--- src/rtl/ffe_mac_sequencer_pkg.sv ---
// ffe_mac_sequencer_pkg: shared state encodings, default sizing and a clog2 helper
// for the FFE MAC sequencer slice.  Rev 1.0
`default_nettype none

package ffe_mac_sequencer_pkg;

   function automatic int clog2(input int value);
      int result;
      result = 0;
      for (int i = 0; i < 31; i++) begin
         if ((1 << i) < value) begin
            result = i + 1;
         end
      end
      return (result < 1) ? 1 : result;
   endfunction

   localparam int DEF_NUM_TAPS  = 4;
   localparam int DEF_ADDR_W    = clog2(DEF_NUM_TAPS);
   localparam int DEF_OVR_CNT_W = 8;

   typedef enum logic [2:0] {
      ST_IDLE  = 3'd0,
      ST_SHIFT = 3'd1,
      ST_MAC   = 3'd2,
      ST_STORE = 3'd3,
      ST_COEF  = 3'd4
   } state_t;

endpackage

`default_nettype wire

--- src/rtl/ffe_mac_sequencer_tap_counter.sv ---
// ffe_tap_counter: load-to-zero / increment tap index with terminal count at NUM_TAPS-1.
// Rev 1.0
`default_nettype none

module ffe_tap_counter #(
   parameter int NUM_TAPS = 4,
   parameter int ADDR_W   = 2
) (
   input  logic              clk,
   input  logic              rst_n,
   input  logic              load,
   input  logic              inc,
   output logic [ADDR_W-1:0] cnt,
   output logic              tc
);

   always_ff @(posedge clk or negedge rst_n) begin
      if (!rst_n) begin
         cnt <= '0;
      end else if (load) begin
         cnt <= '0;
      end else if (inc) begin
         cnt <= cnt + ADDR_W'(1);
      end
   end

   assign tc = (cnt == ADDR_W'(NUM_TAPS - 1));

endmodule

`default_nettype wire

--- src/rtl/ffe_mac_sequencer.sv ---
// ffe_mac_sequencer: sequences the shared FFE MAC per sample, arbitrates coefficient
// writes, buffers one early sample and counts overruns.  Rev 1.0
`default_nettype none

module ffe_mac_sequencer
   import ffe_mac_sequencer_pkg::*;
#(
   parameter int NUM_TAPS  = DEF_NUM_TAPS,
   parameter int ADDR_W    = DEF_ADDR_W,
   parameter int OVR_CNT_W = DEF_OVR_CNT_W
) (
   input  logic                 ffe_clk,
   input  logic                 rst,
   input  logic                 sample_vld,
   input  logic                 coef_wr_req,
   input  logic                 ovr_clr,
   output logic                 shift_en,
   output logic [ADDR_W-1:0]    rd_addr,
   output logic                 acc_clr,
   output logic                 acc_en,
   output logic                 out_str,
   output logic                 coef_wr_gnt,
   output logic                 busy,
   output logic                 ovr_flag,
   output logic [OVR_CNT_W-1:0] ovr_cnt
);

   state_t      state;
   state_t      next_state;
   logic        pending;
   logic        next_pending;
   logic        drop;
   logic        tap_tc;
   logic        tap_load;
   logic        tap_inc;

   // A sample arriving in STORE/COEF is never lost: it either starts the next
   // SHIFT directly or becomes the pending sample behind the one being consumed.
   always_comb begin
      next_state   = state;
      next_pending = pending;
      case (state)
         ST_IDLE: begin
            if (sample_vld) begin
               next_state = ST_SHIFT;
            end else if (coef_wr_req) begin
               next_state = ST_COEF;
            end
         end
         ST_SHIFT: begin
            next_state   = ST_MAC;
            next_pending = pending | sample_vld;
         end
         ST_MAC: begin
            if (tap_tc) begin
               next_state = ST_STORE;
            end
            next_pending = pending | sample_vld;
         end
         ST_STORE, ST_COEF: begin
            next_state   = (pending | sample_vld) ? ST_SHIFT : ST_IDLE;
            next_pending = pending & sample_vld;
         end
         default: begin
            next_state   = ST_IDLE;
            next_pending = 1'b0;
         end
      endcase
   end

   assign drop     = sample_vld & pending & (next_state != ST_SHIFT);
   assign tap_load = (next_state == ST_SHIFT);
   assign tap_inc  = (state == ST_MAC) & ~tap_tc;

   ffe_tap_counter #(
      .NUM_TAPS (NUM_TAPS),
      .ADDR_W   (ADDR_W)
   ) u_tap_counter (
      .clk   (ffe_clk),
      .rst_n (rst),
      .load  (tap_load),
      .inc   (tap_inc),
      .cnt   (rd_addr),
      .tc    (tap_tc)
   );

   // Outputs are registered from the next-state decode so they line up with the state.
   always_ff @(posedge ffe_clk or negedge rst) begin
      if (!rst) begin
         state       <= ST_IDLE;
         pending     <= 1'b0;
         shift_en    <= 1'b0;
         acc_clr     <= 1'b0;
         acc_en      <= 1'b0;
         out_str     <= 1'b0;
         coef_wr_gnt <= 1'b0;
         busy        <= 1'b0;
         ovr_flag    <= 1'b0;
         ovr_cnt     <= '0;
      end else begin
         state       <= next_state;
         pending     <= next_pending;
         shift_en    <= (next_state == ST_SHIFT);
         acc_en      <= (next_state == ST_MAC);
         acc_clr     <= (next_state == ST_MAC) && (state == ST_SHIFT);
         out_str     <= (next_state == ST_STORE);
         coef_wr_gnt <= (next_state == ST_COEF);
         busy        <= (next_state != ST_IDLE);
         if (drop) begin
            ovr_flag <= 1'b1;
            if (ovr_clr) begin
               ovr_cnt <= OVR_CNT_W'(1);
            end else if (ovr_cnt != {OVR_CNT_W{1'b1}}) begin
               ovr_cnt <= ovr_cnt + OVR_CNT_W'(1);
            end
         end else if (ovr_clr) begin
            ovr_flag <= 1'b0;
            ovr_cnt  <= '0;
         end
      end
   end

   a_no_pending_in_idle : assert property (
      @(posedge ffe_clk) disable iff (!rst) (state == ST_IDLE) |-> !pending
   );

endmodule

`default_nettype wire
--- config.mk ---
export PLATFORM = sky130hd
export DESIGN_NAME = ffe_mac_sequencer
export DESIGN_NICKNAME = d
export VERILOG_FILES = /design/src/rtl/ffe_mac_sequencer_pkg.sv /design/src/rtl/ffe_mac_sequencer_tap_counter.sv /design/src/rtl/ffe_mac_sequencer.sv
export SDC_FILE = /design/constraint.sdc
export NUM_CORES = 1
export LEC_CHECK = 0
export BUFFER_PORTS_ARGS = -buffer_cell sky130_fd_sc_hd__buf_4
export CAP_MARGIN = 20
export CORE_MARGIN = 2
export CORE_UTILIZATION = 55
export CTS_BUF_LIST = sky130_fd_sc_hd__clkbuf_4
export DETAILED_ROUTE_END_ITERATION = 7
export PLACE_DENSITY = 0.81
export SETUP_SLACK_MARGIN = 0.3
export SLEW_MARGIN = 20
export SYNTH_ARGS = -nofsm -noshare
export SYNTH_HDL_FRONTEND = slang
export SYNTH_SLANG_ARGS = --single-unit
--- constraint.sdc ---
create_clock -name ffe_clk -period 1.9 [get_ports ffe_clk]
set_clock_uncertainty 0.05 [all_clocks]
set_input_delay 0.095 -clock ffe_clk [delete_from_list [all_inputs] [get_ports ffe_clk]]
set_output_delay 0.095 -clock ffe_clk [all_outputs]
set_load 0.1 [all_outputs]
# [After elaboration in Yosys (flattened, before gate mapping)]
# Cells that the tools add are included.
[totals] out_inout_bits=17 register_bits=21 wordCells=52
[op_classes] mux=14 reduce_logical=9 add_sub_neg=2 bitwise_logic=5 eq_ne=11
[op_table] operator="$mux W8" n=4
[op_table] operator="$eq A3 B2 Y1 const B" n=4
[op_table] operator="$pmux W3 S4" n=1
[op_table] operator="$mux W3" n=3
[op_table] operator="$add A8 B1 Y8 const B" n=1
[op_table] operator="$ne A8 B8 Y1 const B" n=1
[op_table] operator="$eq A3 B1 Y1 const B" n=2
[op_table] operator="$eq A3 B3 Y1 const B" n=2
[op_table] operator="$reduce_bool A2 Y1" n=3
[op_table] operator="$mux W2" n=2
[op_table] operator="$reduce_or A2 Y1" n=2
[op_table] operator="$and A1 B1 Y1" n=3
[op_table] operator="$logic_not A3 Y1" n=1
[op_table] operator="$mux W1" n=3
[op_table] operator="$ne A3 B1 Y1 const B" n=1
[op_table] operator="$pmux W1 S3" n=1
[op_table] operator="$reduce_bool A3 Y1" n=1
[op_table] operator="$add A2 B1 Y2 const B" n=1
[op_table] operator="$eq A2 B2 Y1 const B" n=1
[op_table] operator="$reduce_and A2 Y1" n=1
[op_table] operator="$logic_and A1 B1 Y1" n=1
[op_table] operator="$not A1 Y1" n=1
[op_table] operator="$or A1 B1 Y1" n=1

# [Longest topological paths before layout]
# Gate-level depths: netlist of run 1.
[depth] ltp_word=7 ltp_mapped=5 mapped_depth_nobuf=5

# [By module]
# A second synthesis of run 1 with hierarchy kept.
[hier_totals] hier_cells=90 hier_area_um2=1084.8
[modules_own_cells] module="ffe_mac_sequencer" area_each_um2=996.0 cells_per_inst=83 instances=1
[modules_own_cells] module="ffe_tap_counter" area_each_um2=88.8 cells_per_inst=7 instances=1

# [Least setup slack after synthesis of run 1]
# OpenSTA, ideal clock, no wires.
[synth_timing] path_type="reg2reg" from="register ovr_cnt[0]" to="register ovr_cnt[5]" synth_period_minus_slack_ns=2.335 setup_ns=0.087 stages_incl_launch_ff=6 path_slack_ns=-0.435 t_arrival_ns=2.198 cell_sequence="dfrtp_1 > ha_1 > nand3_1 > or3_1 > and4_1 > nor3_1"
[synth_via] elab_chain_cells=4
[synth_lines] item="start: declaration" line="ffe_mac_sequencer.sv:25" source="output logic [OVR_CNT_W-1:0] ovr_cnt"
[synth_lines] item="start signal: assignment" line="ffe_mac_sequencer.sv:114" source="ovr_cnt <= ovr_cnt + OVR_CNT_W'(1);"
[synth_lines] item="$add A8 B1 Y8" line="ffe_mac_sequencer.sv:114"
[synth_lines] item="$mux W8" line="ffe_mac_sequencer.sv:113" source="end else if (ovr_cnt != {OVR_CNT_W{1'b1}}) begin"
[synth_lines] item="$mux W8" line="ffe_mac_sequencer.sv:111" source="if (ovr_clr) begin"
[synth_lines] item="$mux W8" line="ffe_mac_sequencer.sv:109" source="if (drop) begin"
# Parallel ways exist; a longest one is shown, timed or not. The select of a mux whose other input is x is not followed.
# A chain may end at the register's enable or synchronous reset.

# [Final worst setup path of run 1]
[layout_timing] from="register ovr_cnt[0]" to="register ovr_cnt[3]"
# The elaborated chain is that of the path after synthesis.

==> summary.md, run 1 <==
| Metric | Value |
|---|---|
| Slew of the pin with the lowest slew margin | `0.331 ns` |
| Top Ports | `22` |
| Synthesized instance count | `95` |
| HP Class | `input pin to register` |
| Async S/R FF share, synth | `100%` |
| Dpl hpwl | `1.45 mm` |
| First-pass DRT Iterations | `4` |
| Int Pwr | `1080 uW` |
| Largest net degree at the start of global routing | `22` |
| Die W | `47.0 um` |
| Placed cell count | `138` |
| Clk Latency, worst-skew pair | `0.32 ns` |
| Post-synth EDFFs | `0` |
| TritonCTS Buffers | `3` |
| Total grt overflow | `0` |
| NumNets Final | `140` |
| Peak VDD IR | `between 0.001 and 0.0015 V` |
| Share of Yosys cell area claimed by the top area cell type | `51.7%` |
| CP Data Required Time | `2.10 ns` |
| Via count | `924` |
| Yosys top cell by area | `dfrtp_1` |
| Synth top cells by count | `21 x dfrtp_1, 9 x nor2_1, 8 x a21oi_1, 5 x o21ai_0` |
| Multi-input logic area | `541 um^2` |
| Max Cap Viol | `0` |
| Tmin final | `1.60 ns` |
| Sequential cell area | `557 um^2` |
| CP Capture Type | `register` |
| Final-report setup violation count | `0` |
| Fin. Hold Viols | `0` |
| CP Launch Type | `register` |
| Net switching power | `1220 uW` |
| CTS root buf | `clkbuf_4` |
| Core area | `0.00173 mm^2` |
| Clock Tree Buf Depth | `2` |
| Count leader, synth | `dfrtp_1` |
| Initial DRC count | `31` |
| Pwr dens | `roughly 1600 mW/mm^2` |
| Power share of the sequential group | `between 30% and 40%` |
| Synth cell types | `37` |
| Area of the die | `0.00221 mm^2` |
| Gate power share | `between 50% and 60%` |
| Routed WL per cell | `15.8 um` |
| Net count after synthesis | `between 100 and 150` |
| Rel. slew slack | `77.8%` |
| Register area share after synthesis | `between 50% and 60%` |
| Final design area excluding fillers | `between 0.001 and 0.0015 mm^2` |
| First-pass GRT wire length | `3.42 mm` |
| Setup CP Type | `register to register` |
| Yosys warns | `0` |
| DRC Markers | `0` |
| GPL Wtd Cong | `between 0.8 and 0.9` |
| Post-route ant nets | `0` |
| Std cell rows | `15` |
| Ys flop type | `dfrtp_1` |
| Flops & latches, synth | `21` |
| Htree depth | `1` |
| Vias in the first global route | `758` |
| Die Y | `about 47 um` |
| Register clock-pin slew on the reported worst setup and hold paths | `0.12 ns` |
| Area contributors post-synth | `dfrtp_1 52%, a21oi_1 3.9%, nor2_1 3.3%` |
| CTS tree | `yes` |
| Clock share of power | `between 9 and 10%` |
| Fin crit share | `a little over four fifths` |
| Mapped Area | `0.00102 mm^2` |
| Initial antenna violation count | `0` |
| Crit path DAT | `between 1.5 and 2 ns` |
| RSZ-0062 raised after global routing | `yes` |
| Max Fanout on Critical Path | `5` |
| Achievable Freq | `0.626 GHz` |
| Synthesized area per cell | `10.7 um^2` |
| Worst reg2reg setup slack | `0.30 ns` |
| Vias per cell | `5.89` |
| Synthesis-to-finish area growth | `42.6%` |
| Post-placement cell area | `0.00126 mm^2` |
| Initial Utilization | `roughly three fifths` |
| Ant. Diodes | `0` |
| Leakage | `between 0.0006 and 0.0007 uW` |
| Status | `completed` |
| TNS Setup | `0 ns` |
| Routed WL | `approximately 2.5 mm` |
| Fillers | `103` |
| GRT Util Overall | `22.3%` |
| CTS sink cnt | `21` |
| Sw Share | `53.0%` |
| Max Slew Vio Count | `0` |
| Number of I/O port buffers | `21` |
| Layout cell share with drive strength beyond 1 | `48.5%` |
| Final core utilization | `83.9%` |
| Cell Count, Final, Fillers Out | `roughly 160` |
[layer usage]
metal | wire length (um) | global-route usage [%]
met3 | 188 | 3.46
met5 | 0 | 0
met4 | 39 | 8.33
met2 | 1160 | 34.2
met1 | 1100 | 31.9
[power groups by stage]
stage | clock, uW | sequential [uW] | combinational, uW
3_5_place_dp | 0 | 732 | 1170
4_1_cts | 225 | 718 | 1220
2_1_floorplan | 0 | 1260 | 420
5_1_grt | 240 | 719 | 1450
6_report | 223 | 706 | 1370
3_3_place_gp | 0 | 723 | 1160
[repair_timing]
| action | CTS | global route |
|---|---|---|
| setup endpoints to repair | 4 | 7 |
| pin swaps | 3 | 6 |
| endpoints found under the hold margin | 30 | 0 |
| buffers inserted | 2 | 10 |
| resized for setup | 4 | 9 |
| hold buffers | 3 | 0 |
[critical path, cell delays in order, from the launching register on]
cell,delay (ns)
dfrtp_4,0.52
ha_4,0.18
nand3_4,0.09
nor3_4,0.07
or4_4,0.48
a21oi_2,0.14
[final timing paths]
path,to,startpoint,cells after the start
max,ovr_cnt[3]$_DFFE_PN0P_,ovr_cnt[0]$_DFFE_PN0P_,5
min,busy$_DFF_PN0_,coef_wr_req,4
max reg2reg,ovr_cnt[3]$_DFFE_PN0P_,ovr_cnt[0]$_DFFE_PN0P_,5
min reg2reg,ovr_cnt[6]$_DFFE_PN0P_,ovr_cnt[6]$_DFFE_PN0P_,1
max in group asynchronous,u_tap_counter.cnt[0]$_DFFE_PN0P_,rst,2
min in group asynchronous,ovr_cnt[2]$_DFFE_PN0P_,rst,2
[registers in the layout, summed over array words and instances (netlist names)]
signal / cells
shift_en: 1
u_tap_counter.cnt: 2
busy: 1
pending: 1
ovr_cnt: 8
coef_wr_gnt: 1
out_str: 1
ovr_flag: 1
acc_en: 1
acc_clr: 1
state: 3
[cell families after synthesis]
group / share of synthesized area (%)
buf+inv: 2.71
compound gates: 15.1
mux: 1.97
flops: 51.7
fa+ha+maj: 2.46
simple gates: 24.3
xor+xnor: 1.72
[area by class of cell]
class | count | share of cell area (%)
multi-input cells | 69 | 37.3
well taps | 25 | 2.16
clock buffers | 3 | 1.55
inverters | 1 | 0.259
repair buffers | 37 | 19.9
flip-flops and latches | 21 | 38.4
clock inverters | 1 | 0.345
[metrics by stage]
step                      hold slack (ns)  total power, uW  setup slack, ns
after floorplan                    -0.251             1680            0.162
after global placement            -0.0614             1880            0.266
after detailed placement          -0.0543             1910            0.244
after CTS                           0.115             2160            0.313
after global routing                0.158             2400            0.264
final                               0.114             2300            0.302
[placed cells by master (no fill, tap or decap), drive strengths merged]
cell type and instances:
a21oi 8, nand4 1, a311oi 1, clkbuf 3, o211ai 1, nand3b 1, nand3 4, mux2i 2
nor4b 1, a211oi 3, and4 1, and3b 1, or3 2, nor3 4, buf 34, dfrtp 21
nor4 2, o2bb2ai 1, o21ai 5, a21boi 1, nor2b 1, nand2b 2, clkinv 1, or4 1
or2 2, nor4bb 1, inv 1, nor3b 3, xnor2 2, nand2 4, and2b 1, o31ai 2
nor2 9, ha 2, dlygate4sd3 3
Note: power is estimated with default switching activity, not from simulation.
==> run 2: changes to the inputs <==
Settings changed: ABC_AREA set to 1, CORE_UTILIZATION 55 to 56.
Clock period 1.9 ns to 1.59 ns, I/O delays scaled along.
==> run 2 against run 1 <==
Effect of this change: the run now ends with negative setup slack left; worst hold slack worse by 0.073 ns; global-route usage is 4.7 points higher; via count is 22% higher; cell area is 18% higher; power is 43% higher; sequential power is 23% higher; non-clock buffer count is 6 higher; register-to-register slack worse by 0.31 ns; combinational power is 56% higher; die area is 5.7% higher; cell count is 29% higher; critical path type unchanged; largest cell class is now multi-input combinational cells.
==> summary.md, run 2 <==
| Metric | Value |
|---|---|
| Status | `complete, but fails checks` |
| Failing checks | `negative setup slack` |
| GR Layer Usage met3 | `4.81%` |
| Largest Register | `ovr_cnt` |
| Critical path's slowest cell | `dfrtp_4` |
| Gr busiest metal | `met2` |
| Synthesis-to-finish area growth | `55.0%` |
| Sequential cell area | `around 560 um^2` |
| CTS tree | `yes` |
| Leakage | `between 0.0008 and 0.0009 uW` |
| Post-synthesis mux area share | `0%` |
| Crit-path cells | `ha_4 -> nand2_2 -> nor2_4 -> nand2_2 -> o2111ai_1 -> nand2_1` |
| Top Ports | `22` |
| Ant. Diodes | `0` |
| GPL Wtd Cong | `~0.81` |
| Max Slew Vio Count | `0` |
| Crit Reg-Reg Endpoint | `ovr_cnt[1]$_DFFE_PN0P_` |
| Die W | `48.3 um` |
| Routed WL | `3.52 mm` |
| Tmin final | `roughly 1.6 ns` |
| Synthesized instance count | `130` |
| Via count | `1129` |
| Core area | `between 0.0015 and 0.002 mm^2` |
| Yosys top cell by area | `dfrtp_1` |
| First-pass DRT Iterations | `4` |
| Synth cell types | `22` |
| Final-report setup violation count | `2` |
| RR Startpoint | `ovr_cnt[1]$_DFFE_PN0P_` |
| Vias per cell | `about 5.6` |
| Area of the die | `0.00233 mm^2` |
| Share of Yosys cell area claimed by the top area cell type | `47.8%` |
| Number of I/O port buffers | `21` |
| Std cell rows | `16` |
| CTS sink cnt | `21` |
| Initial antenna violation count | `0` |
| Largest net degree at the start of global routing | `22` |
| Mapped Area | `0.00110 mm^2` |
| Total Power | `about 3300 uW` |
| Rel. slew slack | `80.8%` |
| Fillers | `77` |
| Cell family with most CP delay | `simple AND/OR/NAND/NOR gates` |
| Routed WL per cell | `17.3 um` |
| Multi-input logic area | `633 um^2` |
| Register clock-pin slew on the reported worst setup and hold paths | `0.13 ns` |
| Post-synth EDFFs | `0` |
| Max Fanout on Critical Path | `4` |
| Yosys warns | `0` |
| Worst setup path start | `ovr_cnt[1]$_DFFE_PN0P_` |
| Async S/R FF share, synth | `between 90% and 100%` |
| Largest family of logic cells by synthesized area | `simple AND/OR/NAND/NOR gates` |
| Synthesized area per cell | `~8.5 um^2` |
| Pwr dens | `about 1900 mW/mm^2` |
| Count leader, synth | `nand2_1` |
| Post-route ant nets | `0` |
| Worst reg2reg setup slack | `-0.01 ns` |
| Dpl hpwl | `approximately 1.7 mm` |
| Achievable Freq | `0.625 GHz` |
| Area contributors post-synth | `dfrtp_1 48%, nand2_1 13%, nand3_1 7.3%` |
| Crit-path most repeated cell | `nand2_2` |
| Met1 Usage GRT | `30.2%` |
| Setup Slack @ Placement | `0.103 ns` |
| Flops & latches, synth | `21` |
| CP Capture Type | `register` |
| Most frequent cells in the layout | `34 x buf_4, 26 x nand2_1, 12 x inv_1, 11 x nand2_2, 11 x nand3_1` |
| First-pass GRT wire length | `4.27 mm` |
| Flip-flop count of the largest register after layout | `8` |
| Initial DRC count | `65` |
| Synth Area in Compound Gates | `3.30%` |
| HP Class | `input pin to register` |
| CP Data Required Time | `1.74 ns` |
| Htree depth | `1` |
| Simple-gate share of the synthesized area | `34.9%` |
| NumNets Final | `184` |
| Fin crit share | `101%` |
| Register area share after synthesis | `between 40 and 50%` |
| TritonCTS Buffers | `3` |
| Ys flop type | `dfrtp_1` |
| CP endpoint | `ovr_cnt[1]$_DFFE_PN0P_` |
| Clk Latency, worst-skew pair | `between 0.3 and 0.4 ns` |
| Synth top cells by count | `37 x nand2_1, 21 x dfrtp_1, 16 x nand3_1, 14 x inv_1, 12 x nor2_1` |
| Initial Utilization | `roughly 58%` |
| Cells on worst reg2reg path | `6` |
| Met2 Track Usage GR | `between 50 and 60%` |
| CP Launch Type | `register` |
| Layout cell share with drive strength beyond 1 | `52.8%` |
| Synth Area in XOR/XNOR | `4.78%` |
| CP Depth | `6` |
| PnR worst setup slack | `-0.0110 ns` |
| Setup CP Type | `register to register` |
| Crit path DAT | `1.75 ns` |
| Die Y | `48.3 um` |
| DRC Markers | `0` |
| Commonest non-fill, non-tap cell in the layout | `buf_4` |
| Max Cap Viol | `0` |
| Vias in the first global route | `between 900 and 1000` |
| Peak VDD IR | `0.00179 V` |
| GRT Util Overall | `27.0%` |
| RSZ-0062 raised after global routing | `yes` |
| Net count after synthesis | `137` |
| Clock Tree Buf Depth | `2` |
| Slew of the pin with the lowest slew margin | `0.291 ns` |
| Total grt overflow | `0` |
| CTS root buf | `clkbuf_4` |
| Slowest stage delay, CP | `0.49 ns` |
| Top Registers | `ovr_cnt: 8 flops, state: 3 flops, u_tap_counter.cnt: 2 flops` |
| Critical path buffer and inverter count | `0` |
| Synth Area in Adders | `2.28%` |
| Fin. Hold Viols | `0` |
==> run 2: cell families after synthesis <==
family | count (synthesis)
buf+inv | 20
xor+xnor | 6
simple gates | 76
compound gates | 5
fa+ha+maj | 2
flops | 21
==> run 2: worst min path at each step <==
stage | startpoint | end | slack [ns] | cells after the start
after detailed placement | rst | ovr_cnt[4]$_DFFE_PN0P_ | -0.07 | 1
after global placement | rst | ovr_cnt[4]$_DFFE_PN0P_ | -0.08 | 1
after global routing | ovr_clr | ovr_cnt[7]$_DFFE_PN0P_ | 0.04 | 4
final | ovr_clr | ovr_cnt[7]$_DFFE_PN0P_ | 0.04 | 4
after floorplan | rst | acc_clr$_DFF_PN0_ | -0.27 | 0
after CTS | ovr_clr | ovr_cnt[4]$_DFFE_PN0P_ | 0.03 | 4
==> run 2: final cells by class <==
| type | instances | area share [%] |
|---|---|---|
| repair buffers | 43 | 22.3 |
| inverters | 19 | 4.19 |
| flip-flops and latches | 21 | 32.6 |
| multi-input cells | 89 | 37.2 |
| well taps | 27 | 1.98 |
| clock buffers | 3 | 1.32 |
| clock inverters | 1 | 0.441 |
==> run 2: per-layer routing <==
metal	vias up	wire, um
li1	500	-
met1	542	1270
met2	72	1880
met3	15	236
met4	0	131
met5	-	0
==> run 2: stage by stage <==
step / hold WS (ns) / cell area (um^2) / instances / utilization (%) / setup TNS (ns)
3_3_place_gp: -0.0754 / 1370 / 177 / 71.8 / 0
2_1_floorplan: -0.266 / 1180 / 130 / - / 0
3_5_place_dp: -0.0737 / 1370 / 177 / 71.8 / 0
4_1_cts: 0.0257 / 1590 / 197 / 83.6 / 0
6_report: 0.0410 / 1700 / 203 / 89.5 / -0.0167
5_1_grt: 0.0446 / 1700 / 203 / 89.5 / -0.195
==> run 2: power by group <==
group | leakage [uW] | internal [uW] | switching [uW]
Clock | 0.0000139 | 96.2 | 186
Sequential | 0.000258 | 695 | 169
Combinational | 0.000587 | 759 | 1380
Total | 0.000859 | 1550 | 1730
==> run 2: tightest hold or removal path, stage by stage <==
cell and delay, ns:
buf_4 0.15, nor2_8 0.07, nand2_1 0.05, nand2_1 0.04
==> run 2: what timing repair did <==
action / in CTS / in global routing
endpoints found under the hold margin: 23 / 0
setup buffers: 13 / 6
gates resized for setup: 17 / 16
hold buffers: 3 / 0
pin swaps: 10 / 12
endpoints found under the setup margin: 11 / 18
